--- config.mk ---
export PLATFORM = sky130hd
export DESIGN_NAME = write_logic_fsm
export DESIGN_NICKNAME = d
export VERILOG_FILES = /design/src/rtl/eblade_buf_pkg.sv /design/src/rtl/wr_stats_counter.sv /design/src/rtl/write_logic_fsm.sv
export SDC_FILE = /design/constraint.sdc
export NUM_CORES = 1
export LEC_CHECK = 0
export ABC_AREA = 1
export CAP_MARGIN = 10
export CORE_UTILIZATION = 47
export DETAILED_ROUTE_END_ITERATION = 8
export GPL_TIMING_DRIVEN = 0
export PLACE_DENSITY_LB_ADDON = 0.3
export SYNTH_ARGS = -nofsm -noshare
export SYNTH_HDL_FRONTEND = slang
export SYNTH_SLANG_ARGS = --single-unit
--- constraint.sdc ---
create_clock -name clk -period 2.1 [get_ports clk]
set_input_delay 0.42 -clock clk [delete_from_list [all_inputs] [get_ports clk]]
set_output_delay 0.42 -clock clk [all_outputs]
set_load 0.03 [all_outputs]
--- src/rtl/eblade_buf_pkg.sv ---
// Shared types and default geometry for the line-based packet buffer.
package eblade_buf_pkg;

   localparam int unsigned LINE_PTR_W = 3;
   localparam int unsigned CHAR_PTR_W = 11;
   localparam int unsigned MIN_FRAME  = 60;
   localparam int unsigned MAX_FRAME  = 1522;
   localparam int unsigned STAT_W     = 16;

   typedef enum logic [1:0] {
      IDLE   = 2'd0,
      WRITE  = 2'd1,
      COMMIT = 2'd2,
      DROP   = 2'd3
   } wr_state_t;

   // Saturating increment used by the frame statistics counters.
   function automatic logic [STAT_W-1:0] sat_inc(input logic [STAT_W-1:0] val);
      return (val == {STAT_W{1'b1}}) ? val : val + STAT_W'(1);
   endfunction

endpackage

--- src/rtl/wr_stats_counter.sv ---
// 16-bit saturating event counter for write-side frame statistics.
module wr_stats_counter
   import eblade_buf_pkg::*;
(
   input  logic              clk,
   input  logic              rst,
   input  logic              inc,
   output logic [STAT_W-1:0] count
);

   logic [STAT_W-1:0] count_q, count_d;

   always_comb begin
      count_d = count_q;
      if (inc) begin
         count_d = sat_inc(count_q);
      end
   end

   always_ff @(posedge clk or posedge rst) begin
      if (rst) begin
         count_q <= '0;
      end else begin
         count_q <= count_d;
      end
   end

   assign count = count_q;

endmodule

--- src/rtl/write_logic_fsm.sv ---
// Write-side frame controller: streams RX bytes into the current buffer line and commits or rewinds it.
// Optional WRITE_LOGIC_STATS_EN adds saturating good/drop/error frame counters.
module write_logic_fsm #(
   parameter int unsigned LINE_PTR_W = eblade_buf_pkg::LINE_PTR_W,
   parameter int unsigned CHAR_PTR_W = eblade_buf_pkg::CHAR_PTR_W,
   parameter int unsigned MIN_FRAME  = eblade_buf_pkg::MIN_FRAME,
   parameter int unsigned MAX_FRAME  = eblade_buf_pkg::MAX_FRAME
) (
   input  logic                             clk,
   input  logic                             rst,
   input  logic                             rx_valid,
   output logic                             rx_ready,
   input  logic [7:0]                       rx_data,
   input  logic                             rx_sof,
   input  logic                             rx_eof,
   input  logic                             rx_err,
   input  logic [LINE_PTR_W+CHAR_PTR_W-1:0] wr_ptr,
   input  logic [LINE_PTR_W-1:0]            rd_line_ptr,
   output logic                             wr_en,
   output logic [7:0]                       wr_data,
   output logic                             wr_char_incr,
   output logic                             wr_newline,
   output logic                             wr_restart_line,
   output logic                             len_valid,
   output logic [CHAR_PTR_W-1:0]            len
`ifdef WRITE_LOGIC_STATS_EN
   ,
   output logic [eblade_buf_pkg::STAT_W-1:0] stat_good,
   output logic [eblade_buf_pkg::STAT_W-1:0] stat_drop,
   output logic [eblade_buf_pkg::STAT_W-1:0] stat_err
`endif
);

   import eblade_buf_pkg::*;

   localparam int unsigned PTR_W = LINE_PTR_W + CHAR_PTR_W;
   localparam logic [CHAR_PTR_W-1:0] MIN_LEN = CHAR_PTR_W'(MIN_FRAME);
   localparam logic [CHAR_PTR_W-1:0] MAX_LEN = CHAR_PTR_W'(MAX_FRAME);

   wr_state_t             state_q, state_d;
   logic                  rx_ready_q, rx_ready_d;
   logic                  wr_en_q, wr_en_d;
   logic [7:0]            wr_data_q, wr_data_d;
   logic                  char_incr_q, char_incr_d;
   logic                  newline_q, newline_d;
   logic                  restart_q, restart_d;
   logic                  len_valid_q, len_valid_d;
   logic [CHAR_PTR_W-1:0] len_q, len_d;
   logic [CHAR_PTR_W-1:0] cnt_q, cnt_d;
   logic                  err_q, err_d;

   logic                  inc_good, inc_drop, inc_err;
   logic                  accept;
   logic                  full;
   logic [LINE_PTR_W-1:0] wr_line, eff_line;
   logic [CHAR_PTR_W-1:0] wr_char, bytes_written;

   assign accept  = rx_valid && rx_ready_q;
   assign wr_line = wr_ptr[PTR_W-1:CHAR_PTR_W];
   assign wr_char = wr_ptr[CHAR_PTR_W-1:0];

   // The counters see our registered strobes one cycle late: fold in a pending newline / write.
   assign eff_line      = wr_line + LINE_PTR_W'(newline_q);
   assign full          = (eff_line + LINE_PTR_W'(1)) == rd_line_ptr;
   assign bytes_written = wr_char + CHAR_PTR_W'(wr_en_q);

   // Next-state and registered-output logic.
   always_comb begin
      state_d     = state_q;
      rx_ready_d  = 1'b1;
      wr_en_d     = 1'b0;
      wr_data_d   = wr_data_q;
      char_incr_d = 1'b0;
      newline_d   = 1'b0;
      restart_d   = 1'b0;
      len_valid_d = 1'b0;
      len_d       = len_q;
      cnt_d       = cnt_q;
      err_d       = err_q;
      inc_good    = 1'b0;
      inc_drop    = 1'b0;
      inc_err     = 1'b0;

      unique case (state_q)
         IDLE: begin
            if (accept && rx_sof) begin
               if (full) begin
                  inc_drop = 1'b1;
                  if (!rx_eof) begin
                     state_d = DROP;
                  end
               end else begin
                  wr_en_d     = 1'b1;
                  char_incr_d = 1'b1;
                  wr_data_d   = rx_data;
                  cnt_d       = CHAR_PTR_W'(1);
                  if (rx_eof) begin
                     state_d    = COMMIT;
                     rx_ready_d = 1'b0;
                     err_d      = rx_err;
                  end else begin
                     state_d = WRITE;
                  end
               end
            end
         end

         WRITE: begin
            if (accept) begin
               if (rx_sof || (cnt_q == MAX_LEN)) begin
                  // Missing eof or oversize: rewind and swallow the rest.
                  restart_d = 1'b1;
                  inc_err   = 1'b1;
                  state_d   = rx_eof ? IDLE : DROP;
               end else begin
                  wr_en_d     = 1'b1;
                  char_incr_d = 1'b1;
                  wr_data_d   = rx_data;
                  cnt_d       = cnt_q + CHAR_PTR_W'(1);
                  if (rx_eof) begin
                     state_d    = COMMIT;
                     rx_ready_d = 1'b0;
                     err_d      = rx_err;
                  end
               end
            end
         end

         COMMIT: begin
            state_d = IDLE;
            if (!err_q && (bytes_written >= MIN_LEN)) begin
               newline_d   = 1'b1;
               len_valid_d = 1'b1;
               len_d       = bytes_written;
               inc_good    = 1'b1;
            end else begin
               restart_d = 1'b1;
               inc_err   = 1'b1;
            end
         end

         DROP: begin
            if (accept && rx_eof) begin
               state_d = IDLE;
            end
         end

         default: begin
            state_d = IDLE;
         end
      endcase
   end

   always_ff @(posedge clk or posedge rst) begin
      if (rst) begin
         state_q     <= IDLE;
         rx_ready_q  <= 1'b0;
         wr_en_q     <= 1'b0;
         wr_data_q   <= '0;
         char_incr_q <= 1'b0;
         newline_q   <= 1'b0;
         restart_q   <= 1'b0;
         len_valid_q <= 1'b0;
         len_q       <= '0;
         cnt_q       <= '0;
         err_q       <= 1'b0;
      end else begin
         state_q     <= state_d;
         rx_ready_q  <= rx_ready_d;
         wr_en_q     <= wr_en_d;
         wr_data_q   <= wr_data_d;
         char_incr_q <= char_incr_d;
         newline_q   <= newline_d;
         restart_q   <= restart_d;
         len_valid_q <= len_valid_d;
         len_q       <= len_d;
         cnt_q       <= cnt_d;
         err_q       <= err_d;
      end
   end

   assign rx_ready        = rx_ready_q;
   assign wr_en           = wr_en_q;
   assign wr_data         = wr_data_q;
   assign wr_char_incr    = char_incr_q;
   assign wr_newline      = newline_q;
   assign wr_restart_line = restart_q;
   assign len_valid       = len_valid_q;
   assign len             = len_q;

`ifdef WRITE_LOGIC_STATS_EN
   wr_stats_counter u_stat_good (
      .clk   (clk),
      .rst   (rst),
      .inc   (inc_good),
      .count (stat_good)
   );

   wr_stats_counter u_stat_drop (
      .clk   (clk),
      .rst   (rst),
      .inc   (inc_drop),
      .count (stat_drop)
   );

   wr_stats_counter u_stat_err (
      .clk   (clk),
      .rst   (rst),
      .inc   (inc_err),
      .count (stat_err)
   );
`else
   logic unused_stats;
   assign unused_stats = ^{inc_good, inc_drop, inc_err};
`endif

endmodule

# --- Word level (Yosys, flattened, before mapping) ---
# Index checks and enable logic that the tools add are counted.
word_totals:
  romBits: 0
  wordCells: 80
  memories: 0
  mem_bits_rw: 0
  latch_bits: 0
  register_bits: 37
classes:
  n_lt_le_gt_ge: 1
  n_mux: 43
  addsub: 4
  bitwise: 0
  n_reduce_logical: 11
  div_mod_pow: 0
  n_shift: 0
  mul: 0
  n_eq_ne: 12
ops:
  columns: ["cell", "count"]
  rows:
  - ["two-way mux 11 bit", 4]
  - ["two-way mux 8 bit", 4]
  - ["one-hot mux 11 bit (2 select lines)", 1]
  - ["two-way mux 1 bit", 19]
  - ["two-way mux 2 bit", 9]
  - ["one-hot mux 8 bit (2 select lines)", 1]
  - ["adder 11 x 1 -> 11 bit", 1]
  - ["adder 11 x 1 -> 11 bit (second input constant)", 1]
  - ["== test 11 bit (second input constant)", 1]
  - [">= comparator 11 x 6 -> 1 bit (second input constant)", 1]
  - ["inequality test 2 bit (second input constant)", 5]
  - ["AND reduction 5 bit", 2]
  - ["one-hot mux 1 bit (2 select lines)", 4]
  - ["one-hot mux 2 bit (4 select lines)", 1]
  - ["inequality test 3 bit (second input constant)", 2]
  - ["== test 2 bit (second input constant)", 2]
  - ["logical AND 1 bit", 4]
  - ["adder 3 x 1 -> 3 bit", 1]
  - ["adder 3 x 1 -> 3 bit (second input constant)", 1]
  - ["== test 3 bit", 1]
  - ["== test 2 x 1 -> 1 bit (second input constant)", 1]
  - ["logical NOT 2 bit", 1]
  - ["AND reduction 2 bit", 1]
  - ["nonzero test 2 bit", 1]
  - ["2 further kinds", 2]

# --- Longest topological paths before layout ---
depth:
  depth_word: 6
  depth_mapped: 15
  depth_no_buf: 14

# --- Worst setup path before layout ---
# Ideal clock, no wire load.
synth_path:
  kind: "flip-flop to flip-flop"
  from: "register wr_char_incr (netlist name)"
  to: "register len_q[0], in the netlist len[0]"
  path_stages_with_launch: 16
  setup_time_ps: 117
  arrival_time_ps: 1933
  required_ps: 1983
  slack_ps: 50
  period_less_slack_ps: 2050
  n_path_buf: 1
  path_cell_list: "dfrtp_1 ha_1 ha_1 nand2_1 inv_1 nor2_1 nand3_1 nor2_1 nand2_1 nand3_2 nor2_2 nor2_2 nand2_2 buf_6 nand2_1 nand2_1"
synth_lines:
  columns: ["item", "line", "text"]
  rows:
  - ["end signal, assigned", "write_logic_fsm.sv:176", "len_q <= len_d;"]
  - ["end, declared", "write_logic_fsm.sv:48", "logic [CHAR_PTR_W-1:0] len_q, len_d;"]

==> results.json <==
{
  "status": "complete, but fails checks",
  "violations": "design-rule violations",
  "syn2layout_area_growth_pct": 41.4,
  "num_io_pins": 56,
  "grt_pass1_vias": 2065,
  "io_buffers": 55,
  "maxSlewHeadroom_pct": 55.0,
  "cts_hold_buf": 0,
  "clock.fmax_ghz": 0.499,
  "insertion_delay_ns": 0.29,
  "ant_nets": 0,
  "grt_max_degree": 23,
  "die_h_um": 71.4,
  "multi_input_area_um2": 1230,
  "cp.required_ns": 2.28,
  "synth_cell_types": 27,
  "initialDrtViolationCount": 142,
  "min_from": "wr_data[6]$_DFFE_PP0P_",
  "antenna_cells": 0,
  "seq_area_um2": 926,
  "powerDensity_nw_per_um2": 1140,
  "ctsRootBufferMaster": "clkbuf_8",
  "via_count": 2166,
  "start_util_pct": 50.6,
  "antenna_found_initial": 0,
  "syn-instance-count": 307,
  "clkTransAtPathRegs_ns": 0.07,
  "synthTopCellsByArea": "dfrtp_1, nand2_1, inv_1",
  "synth_seq_area_share_pct": 40.9,
  "maxSlewViolCount": 0,
  "p_leak_uw": 0.00162,
  "drc_errors": 4,
  "end_kind": "flip-flop",
  "async_reset_ff_share_pct": 100,
  "synth_top_area_cell": "dfrtp_1",
  "path_max_fanout": 5,
  "clock_path_buffers": 2,
  "syn_area_um2": 2260,
  "finalNonFillerCells": 430,
  "synth_ff_type": "dfrtp_1",
  "wire_per_inst_um": 12.6,
  "cts_tree": "built",
  "cp_cell_sequence": "ha_4 -> ha_4 -> nand2_4 -> inv_4 -> nor2_4 -> nand3_1 -> nor2_1 -> nand2_1 -> nand3_2 -> nor2_2 -> nor2_2 -> nand2_2 -> buf_6 -> nand2_1 -> nand2_1",
  "worstReg2RegStart": "wr_char_incr$_DFF_PP0_",
  "worst_pin_slew_ns": 0.674,
  "cp-start-kind": "flip-flop",
  "synth_warnings": 0,
  "globalRouteOverflowTotal": 0,
  "period_share_pct": 95.4,
  "synth_seq_cells": 37,
  "worstSetupStartpoint": "wr_char_incr$_DFF_PP0_",
  "gp_congestion": 0.878,
  "drt_pass1_iterations": 7,
  "finalHoldViolCount": 0,
  "dp_cells": 415,
  "fp-row-count": 24,
  "routed_via_density": 5.04,
  "cts.sinks": 37,
  "cp_slowest_cell": "dfrtp_1",
  "slowest_delay_ns": 0.43,
  "rsz0062_at_grt": "true",
  "yosys-top-cells-count": "nand2_1, inv_1, dfrtp_1, nor2_1, nand3_1",
  "synth_most_common_cell": "nand2_1",
  "die_w_um": 71.4,
  "synth_edf_count": 0,
  "ir_drop_mv": 0.752,
  "period_minus_slack_ns": 2.00,
  "wl_um": 5420,
  "synth_top_area_share_pct": 40.9,
  "clock_skew_ns": 0.00431,
  "dieArea_um2": 5090,
  "min_path_type": "flip-flop to flip-flop",
  "final_nets": 419,
  "finalHoldWorstSlack_ns": 0.472,
  "drive_gt1_share_pct": 15.9,
  "h-tree-depth": 2,
  "cap_violations": 0,
  "finalSetupViolCount": 0,
  "crit_path_frequent_cell": "nand2_1",
  "synth_fp_nets": 348,
  "arrival_ns": 2.18,
  "core_area_um2": 4470,
  "grt_util_all_layers_pct": 22.4,
  "cts_made_buffers": 5,
  "avgSynthCellArea_um2": 7.37,
  "grt_pass1_wl_um": 9000,
  "fillers": 357,
  "worst-setup-path-type": "flip-flop to flip-flop",
  "dp_hpwl_um": 3720
}
==> metal layers <==
metal | wire length [µm] | global-route usage, %
met1 | 2260 | 25.9
met2 | 2810 | 41.1
met3 | 271 | 4.92
met4 | 72 | 7.33
met5 | 0 | 0
==> final cells by class <==
type,instances,share of cell area (%)
sequential,37,28.9
tap,52,2.03
buffer,8,2.35
multi-input combinational,221,38.5
clock buffer,7,2.70
timing repair buffer,64,20.6
inverter,41,4.89
==> power breakdown <==
part           switching (µW)  leakage [µW]  internal, µW
Sequential                176      0.000470           965
Combinational            1150       0.00111           855
Clock                     242     0.0000443           260
Total                    1570       0.00162          2080
==> flip-flops by register name (all words and copies together) (netlist names) <==
| name | flops |
|---|---|
| err_q | 1 |
| rx_ready | 1 |
| len_valid | 1 |
| state_q | 2 |
| wr_data | 8 |
| len | 11 |
| wr_restart_line | 1 |
| wr_char_incr | 1 |
| cnt_q | 11 |
==> cell families after synthesis <==
kind of cell               share of synthesized area, %
and+or+nand+nor                                    34.2
buffers and inverters                              9.46
DFF                                                40.9
AOI/OAI and AO/OA                                  4.15
xor gates and xnor gates                           5.75
adders and majority gates                          5.53
==> timing repair <==
| item | 4_1_cts | 5_1_grt |
|---|---|---|
| pin swaps | 14 | 15 |
| resized for setup | 19 | 30 |
| setup endpoints to repair | 32 | 34 |
| gates cloned | 1 | 2 |
| buffers inserted | 4 | 1 |
==> per-stage QoR <==
stage / setup WS [ns] / util (%) / area, µm² / setup TNS (ns) / total power [µW]
2_1_floorplan: 0.0504 / - / 2260 / 0 / 2230
3_3_place_gp: -0.427 / 64.3 / 2880 / -13.50 / 2870
3_5_place_dp: -0.468 / 64.9 / 2910 / -14.43 / 2930
4_1_cts: 0.000900 / 69.1 / 3090 / 0 / 3530
5_1_grt: -0.0230 / 71.5 / 3200 / -0.0604 / 3890
6_report: 0.0974 / 71.5 / 3200 / 0 / 3650
==> worst max-delay path: cells and delay by family, from the launching register on <==
family | cells | cell delay, ns
DFF | 1 | 0.43
and+or+nand+nor | 11 | 0.90
buffers and inverters | 2 | 0.20
adders and majority gates | 2 | 0.37
==> cells in the final DEF (no fill, tap or decap), types with 5 or more instances in the layout <==
cell and instances:
nand4_1 7, o21ai_0 7, clkbuf_8 6, nor3_1 5, nor2_2 5, xor2_1 9
clkdlybuf4s50_1 49, dfrtp_1 37, dlymetal6s2s_1 5, nand3_1 12, nand2_2 12, buf_4 8
nand2_1 109, nor2_1 19, inv_1 38, buf_6 7, ha_1 7
==> final timing paths <==
kind	to	slack (ns)	depth (start not counted)
worst min register to register	wr_data[6]$_DFFE_PP0P_	0.47	2
worst max register to register	len[1]$_DFFE_PP0P_	0.1	15
worst min-delay path	wr_data[6]$_DFFE_PP0P_	0.47	2
min in group asynchronous	cnt_q[1]$_DFFE_PP0P_	0.53	2
max in group asynchronous	wr_restart_line$_DFF_PP0_	1.04	3
worst max-delay path	len[1]$_DFFE_PP0P_	0.1	15
(Power assumes the default switching activity.)
